**src/rtl/lsu_ctrl.sv**
```systemverilog
// lsu_ctrl: load/store controller in front of the 128 x 32-bit data SRAM.
//
// Takes one byte-addressed load or store at a time from the memory stage and
// returns one response for it. Sub-word stores are read-modify-write: the
// word is read, the selected lanes are merged in, and the word is written
// back. Sub-word loads are sign- or zero-extended. A misaligned access or
// size 2'b11 is answered with resp_err=1 and no SRAM access.
//
// Handshakes: a transfer happens on a posedge where valid && ready are both
// high. A request is taken only in IDLE (req_ready = state is IDLE). A
// response is offered in RESP (resp_valid = state is RESP), and its data and
// flag stay stable until it is taken.
//
// Ports:
//   clk, reset      clock; synchronous active-low reset
//   req_*           request channel (valid/ready, we, size, unsigned, addr, wdata)
//   resp_*          response channel (valid/ready, rdata, err)
//   mem_raddr/rdata SRAM read port 1 (combinational read data)
//   mem_waddr/wdata/we  SRAM write port
//   dbg_state       current FSM state (0 IDLE, 1 READ, 2 WRITE, 3 RESP)

module lsu_ctrl #(
  parameter int BYTE_ADDR_W = 9
) (
  input  logic                   clk,
  input  logic                   reset,
  input  logic                   req_valid,
  output logic                   req_ready,
  input  logic                   req_we,
  input  logic [1:0]             req_size,
  input  logic                   req_unsigned,
  input  logic [BYTE_ADDR_W-1:0] req_addr,
  input  logic [31:0]            req_wdata,
  output logic                   resp_valid,
  input  logic                   resp_ready,
  output logic [31:0]            resp_rdata,
  output logic                   resp_err,
  output logic [BYTE_ADDR_W-3:0] mem_raddr,
  input  logic [31:0]            mem_rdata,
  output logic [BYTE_ADDR_W-3:0] mem_waddr,
  output logic [31:0]            mem_wdata,
  output logic                   mem_we,
  output logic [1:0]             dbg_state
);

  typedef enum logic [1:0] {
    IDLE  = 2'd0,
    READ  = 2'd1,
    WRITE = 2'd2,
    RESP  = 2'd3
  } state_t;

  state_t                 state;
  logic [BYTE_ADDR_W-1:0] addr_q;
  logic [1:0]             size_q;
  logic                   we_q;
  logic                   unsigned_q;
  logic [31:0]            wdata_q;
  logic [31:0]            rdata_q;

  // Half with addr[0] set, word not on a 4-byte boundary, or size 2'b11.
  function automatic logic is_bad(input logic [1:0] size, input logic [1:0] lo);
    case (size)
      2'b00:   is_bad = 1'b0;
      2'b01:   is_bad = lo[0];
      2'b10:   is_bad = (lo != 2'b00);
      default: is_bad = 1'b1;
    endcase
  endfunction

  // Shift the selected lane(s) down to bit 0, then extend from the lane MSB.
  function automatic logic [31:0] load_extend(input logic [31:0] word,
                                              input logic [1:0]  size,
                                              input logic [1:0]  lo,
                                              input logic        uns);
    logic [31:0] sh;
    sh = word >> {lo, 3'b000};
    case (size)
      2'b00:   load_extend = uns ? {24'h0, sh[7:0]}  : {{24{sh[7]}}, sh[7:0]};
      2'b01:   load_extend = uns ? {16'h0, sh[15:0]} : {{16{sh[15]}}, sh[15:0]};
      default: load_extend = word;
    endcase
  endfunction

  // Replace the selected lane(s) of old with the low bits of data; the
  // other lanes pass through unchanged.
  function automatic logic [31:0] store_merge(input logic [31:0] old,
                                              input logic [31:0] data,
                                              input logic [1:0]  size,
                                              input logic [1:0]  lo);
    logic [31:0] mask;
    logic [31:0] ins;
    case (size)
      2'b00: begin
        mask = 32'h0000_00ff << {lo, 3'b000};
        ins  = {24'h0, data[7:0]} << {lo, 3'b000};
      end
      2'b01: begin
        mask = 32'h0000_ffff << {lo[1], 4'b0000};
        ins  = {16'h0, data[15:0]} << {lo[1], 4'b0000};
      end
      default: begin
        mask = 32'hffff_ffff;
        ins  = data;
      end
    endcase
    store_merge = (old & ~mask) | (ins & mask);
  endfunction

  always_ff @(posedge clk) begin
    if (!reset) begin
      state      <= IDLE;
      addr_q     <= '0;
      size_q     <= 2'b00;
      we_q       <= 1'b0;
      unsigned_q <= 1'b0;
      wdata_q    <= 32'h0;
      rdata_q    <= 32'h0;
      resp_rdata <= 32'h0;
      resp_err   <= 1'b0;
    end else begin
      case (state)
        IDLE: begin
          if (req_valid) begin
            addr_q     <= req_addr;
            size_q     <= req_size;
            we_q       <= req_we;
            unsigned_q <= req_unsigned;
            wdata_q    <= req_wdata;
            if (is_bad(req_size, req_addr[1:0])) begin
              resp_err   <= 1'b1;
              resp_rdata <= 32'h0;
              state      <= RESP;
            end else begin
              state <= READ;
            end
          end
        end
        READ: begin
          rdata_q <= mem_rdata;
          if (we_q) begin
            state <= WRITE;
          end else begin
            resp_rdata <= load_extend(mem_rdata, size_q, addr_q[1:0], unsigned_q);
            state      <= RESP;
          end
        end
        WRITE: begin
          // The SRAM commits mem_wdata at this posedge.
          resp_rdata <= 32'h0;
          state      <= RESP;
        end
        RESP: begin
          if (resp_ready) begin
            resp_rdata <= 32'h0;
            resp_err   <= 1'b0;
            state      <= IDLE;
          end
        end
        default: state <= IDLE;
      endcase
    end
  end

  assign req_ready  = (state == IDLE);
  assign resp_valid = (state == RESP);
  assign mem_we     = (state == WRITE);
  assign mem_raddr  = addr_q[BYTE_ADDR_W-1:2];
  assign mem_waddr  = addr_q[BYTE_ADDR_W-1:2];
  assign mem_wdata  = store_merge(rdata_q, wdata_q, size_q, addr_q[1:0]);
  assign dbg_state  = state;

endmodule

```
**config.mk**
```make
export PLATFORM = sky130hd
export DESIGN_NAME = lsu_ctrl
export DESIGN_NICKNAME = d
export VERILOG_FILES = /design/src/rtl/lsu_ctrl.sv
export SDC_FILE = /design/constraint.sdc
export NUM_CORES = 1
export LEC_CHECK = 0
export CAP_MARGIN = 20
export CORE_ASPECT_RATIO = 0.9
export CORE_MARGIN = 2
export CORE_UTILIZATION = 42
export CTS_CLUSTER_DIAMETER = 80
export DETAILED_ROUTE_END_ITERATION = 8
export PLACE_DENSITY = 0.71
export SLEW_MARGIN = 20
export SYNTH_ARGS = -nofsm -noshare
export SYNTH_HDL_FRONTEND = slang
export SYNTH_SLANG_ARGS = --single-unit
export TNS_END_PERCENT = 30
```
**constraint.sdc**
```tcl
create_clock -name clk -period 3.1 [get_ports clk]
set_clock_uncertainty 0.15 [all_clocks]
set_input_delay 0.775 -clock clk [delete_from_list [all_inputs] [get_ports clk]]
set_output_delay 0.775 -clock clk [all_outputs]
set_load 0.01 [all_outputs]
```
==> Word-level counts from Yosys, hierarchy flattened <==
Index checks and enable logic that the tools add are counted.
{ "classes": {"muxes": 23, "bitwise_logic": 4, "n_reduce_logical": 9, "eq_ne": 10, "shifts": 5} }
{ "op_table": {"columns": ["operator", "n"], "rows": [
  ["32-bit two-way mux", 6],
  ["32-bit one-hot mux with 2 select lines", 3],
  ["32-bit one-hot mux with 4 select lines", 1],
  ["32-bit AND", 2],
  ["32-bit inverter", 1],
  ["32-bit bitwise OR", 1],
  ["16-bit by 5-bit left shift with 32-bit output", 1],
  ["16-bit by 5-bit left shift with 32-bit output, first input constant", 1],
  ["8-bit by 5-bit left shift with 32-bit output", 1],
  ["8-bit by 5-bit left shift with 32-bit output, first input constant", 1],
  ["32-bit by 5-bit right shift with 16-bit output", 1],
  ["2-bit one-hot mux with 4 select lines", 1],
  ["4-bit AND reduction", 2],
  ["1-bit two-way mux", 7],
  ["2-bit by 1-bit == test with 1-bit output, second input constant", 3],
  ["2-bit == test, second input constant", 3],
  ["2-bit zero test", 3],
  ["2-bit two-way mux", 3],
  ["2-bit by 1-bit inequality test with 1-bit output, second input constant", 2],
  ["2-bit inequality test, second input constant", 2],
  ["2-bit AND reduction", 2],
  ["2-bit nonzero test", 2],
  ["1-bit one-hot mux with 3 select lines", 1],
  ["1-bit one-hot mux with 2 select lines", 1]
]} }
{ "word_totals": {"output_inout_bits": 84, "ff_bits": 112, "input_bits": 81, "elab_cells": 60} }

==> Longest topological paths before layout <==
{ "logic_depth": {"depth_word": 8, "mapped_depth": 9} }

==> Worst setup path before layout <==
Ideal clock, no wire load.
{ "synth_timing": {"kind": "flip-flop to output port", "from": "register addr_q[0]", "to": "output port mem_wdata[24]", "stages_incl_launch_ff": 7, "n_path_buf": 2, "arrival_ns": 1.462, "path_slack_ns": 0.713, "cell_sequence": "dfxtp_1 > buf_6 > buf_6 > nand2_1 > nor3_2 > a22oi_1 > a31oi_1"} }
{ "synth_between": {"elab_chain_len": 5, "elab_cells_between_ends": 8} }
{ "synth_lines": {"columns": ["item", "line", "rtl"], "rows": [
  ["start: declaration", "54", "logic [BYTE_ADDR_W-1:0] addr_q;"],
  ["start signal: assignment", "125", "addr_q <= req_addr;"],
  ["8-bit by 5-bit left shift with 32-bit output", "95", "mask = 32'h0000_00ff << {lo, 3'b000};"],
  ["32-bit one-hot mux with 2 select lines", "93", "case (size)"],
  ["32-bit inverter", "107", "store_merge = (old & ~mask) | (ins & mask);"],
  ["32-bit AND", "107", null],
  ["32-bit bitwise OR *", "107", null],
  ["end: declaration", "41", "output logic [31:0] mem_wdata,"]
]} }
Mark *: on every way between the ends. The rest lies on a longest branch, timed or not.

==> Final worst setup path <==
{ "layout_timing": {"from": "register size_q[0]", "to": "output port mem_wdata[27]"} }
{ "layout_between": {"elab_chain_len": 5, "elab_cells_between_ends": 8} }
{ "layout_lines": {"columns": ["item", "line", "rtl"], "rows": [
  ["start: declaration", "55", "logic [1:0] size_q;"],
  ["start signal: assignment", "126", "size_q <= req_size;"],
  ["2-bit by 1-bit == test with 1-bit output / 2-bit zero test (equally long branches)", "93", null],
  ["32-bit one-hot mux with 2 select lines", "93", null],
  ["32-bit inverter", "107", null],
  ["32-bit AND", "107", null],
  ["32-bit bitwise OR *", "107", null]
]} }
Marked as above.

==> impl_results.md <==
- Status: complete, no violations
- Drt wl/cell: 17.99 microns
- Share of flip-flops with an asynchronous set or reset: 0
- Internal power: 3.492 mW
- Num CTS Buffers: 9
- Max Cap Viol: 0
- Core area: 0.01259 sq mm
- Syn_nets: between 700 and 800
- Layout net count: approximately 860
- Final setup viols: 0
- Number of synthesized flops with an enable pin: 0
- HPWL after DPL: 12.37 mm
- Vias in the first global route: 4932
- Area delta synth->final: 38.10%
- Reg-to-Reg Start: dbg_state[0]
- Setup TNS: 0 ps
- CTS tree: yes
- Drt drc: 0
- CP max FO: 8
- Worst slew pin tran: 973.3 ps
- Initial antenna violation count: 0
- Worst-path clk slew: 80 ps
- Iter 0 DRT Violations: between 400 and 500
- IO Count: between 150 and 200
- Net Sw Frac: 0.3692
- Fin. Hold Viols: 0
- Arrival @ worst endpoint: 2140 ps
- Max VDD drop: 0.0004028 V
- Min-delay src: wdata_q[18]
- First-pass GRT wire length: ~26 mm
- Hold Crit Class: flop to flop
- H-tree Lvls: 3
- FF/Latch Area: ~0.0022 sq mm
- Yosys cell types: 48
- Skew-Pair Late Insertion Delay: 350 ps
- Post-layout min period: 3064 ps
- Max Root-Sink Buffers: 2
- Max_slew headroom: 0.3512
- Clock power share: 0.221
- Sequential power share: 0.350
- Pins Over Slew Limit: 0
- Fmax: 0.3263 GHz
- Total gr overflow: 0
- Flops & latches, synth: 112
- Clk sinks: 112
- Area of the multi-input gates: 0.002780 sq mm
- R2r setup slk: between 700 and 800 ps
- Leak: between 2 and 3 nW
- Period utilisation layout: 0.9885
- Avg Cell Area, Syn: approximately 8.5 sq um
- Hold path depth: 2
- Vias per cell: 5.545
- Layout cell share with drive strength beyond 1: 0.1034
- Fill count: 1119
- Die area: 0.01368 sq mm
- Vias post-DR: 5201
- P_sw: 2.044 mW
- Die width: 123.1 microns
- Pin count of the biggest net entering global routing: 97
- Startpoint types: flop
- Buffers on Ports: 164
- Post-Route WL: 16.88 mm
- Placer congestion estimate: 0.8827
- Antenna-violating nets left: 0
- Critical path data required time: roughly 2200 ps
- Reg2Reg Depth: 6
- Pwr/cell area: 747.8 mW/mm^2
- Seq/Total Area, Yosys: 0.4183
- Worst hold path endpoint: wdata_q[18]
- Worst R2R End: resp_rdata[3]
- 1st-pass router iterations: 7
- Die Height: 111.2 microns
- Total global-route track usage: 0.2443
- Synth Flop Type: dfxtp_1
- Combinational Power Share: 0.428
- Starting density of the core: 0.4258
- Ys Warns: 0
- Most common cell after layout, fill and taps aside: clkdlybuf4s50_1
- Hold Slack: 308.9 ps
- WS Path Type: flop to primary output
- Site row count: 39
- Diodes inserted: 0
- Post-Syn Instances: roughly 630
- Root Buffer: clkbuf_16
- Worst setup EP type: primary output
- Most frequent cells in the layout: 159 x clkdlybuf4s50_1, 141 x nand2_1, 109 x dfxtp_1, 74 x a21oi_1, 49 x nor2_1
- Mapped Area: 0.005360 sq mm
-- worst max-delay path by stage --
stage,from,to,slack (ps)
finish,size_q[0],mem_wdata[27],40
CTS,size_q[0],mem_wdata[24],10
detailed placement,req_size[0],resp_rdata[3],-50
global route,addr_q[0],mem_wdata[24],-30
global placement,req_addr[0],resp_rdata[3],60
floorplan,addr_q[0],mem_wdata[24],710
-- Yosys cell counts (all sizes together) (2+ instances only) --
library cell	n	area, sq um
inv	7	26.27
nor2	52	210.2
ha	5	62.56
a22o	8	70.07
a21oi	75	375.4
dfxtp	112	2242
nor3b	2	31.28
nand2b	8	50.05
a22oi	33	247.7
nand2	141	529.3
buf	36	235.2
a222oi	7	70.07
a211oi	3	22.52
o21ai	25	136.4
o21bai	2	18.77
mux2	17	191.4
a32o	7	70.07
nor3	4	41.29
clkbuf	24	90.09
mux2i	41	410.4
a31oi	8	50.05
-- power groups by stage --
stage | registers [mW] | clock network, mW | logic (mW)
2_1_floorplan | 1.92 | 0 | 1.45
3_3_place_gp | 1.95 | 0 | 2.28
3_5_place_dp | 1.96 | 0 | 2.33
4_1_cts | 1.93 | 1.24 | 2.35
5_1_grt | 1.97 | 1.30 | 2.57
6_report | 1.94 | 1.23 | 2.37
-- sequential cells by signal (all words and copies together), names as in the netlist --
name,flops
resp_rdata,32
we_q,1
addr_q,9
rdata_q,32
size_q,2
wdata_q,32
dbg_state,2
unsigned_q,1
resp_err,1
-- cell families after synthesis --
family                     Yosys count  share of synthesized area
AOI/OAI and AO/OA                  174                     0.2101
adders and majority gates            5                    0.01167
buffers and inverters               68                    0.06629
DFF                                112                     0.4183
muxes                               59                     0.1165
and+or+nand+nor                    215                     0.1772
-- layout make-up --
| cell class | instances | share of cell area |
|---|---|---|
| Clock inverter | 6 | 0.01014 |
| Inverter | 8 | 0.004057 |
| Timing Repair Buffer | 185 | 0.2465 |
| Multi-Input combinational cell | 453 | 0.3756 |
| Clock buffer | 10 | 0.03229 |
| Sequential cell | 112 | 0.3038 |
| Tap cell | 164 | 0.02772 |
-- layer usage --
metal	track usage	routed length (microns)
met1	0.3486	7664
met4	0.07500	340
met3	0.04012	1186
met5	0	0
met2	0.3764	7685
-- worst max-delay path: stages, from the launching register on --
cell	delay, ps
dfxtp_4	410
inv_1	110
nor3b_2	160
buf_4	170
a22oi_1	100
a31oi_2	260
clkdlybuf4s50_1	580
-- what timing repair did --
action | in CTS | in global routing
setup buffers | 0 | 3
setup endpoints to repair | 30 | 28
gates resized for setup | 5 | 7
endpoints found under the hold margin | 0 | 0
hold buffers | 0 | 0
pin swaps | 0 | 2
-- metrics by stage --
stage	setup slack [ps]	util	instance area (sq um)	std cells	total power, mW
2_1_floorplan	712.6	-	5360	633	3.368
3_3_place_gp	61.66	0.5575	7019	919	4.234
3_5_place_dp	-48.66	0.5575	7019	919	4.290
4_1_cts	11.03	0.5832	7342	935	5.517
5_1_grt	-33.58	0.5880	7402	938	5.840
6_report	35.59	0.5880	7402	938	5.535
No activity file was read; power rests on OpenSTA's default activity.
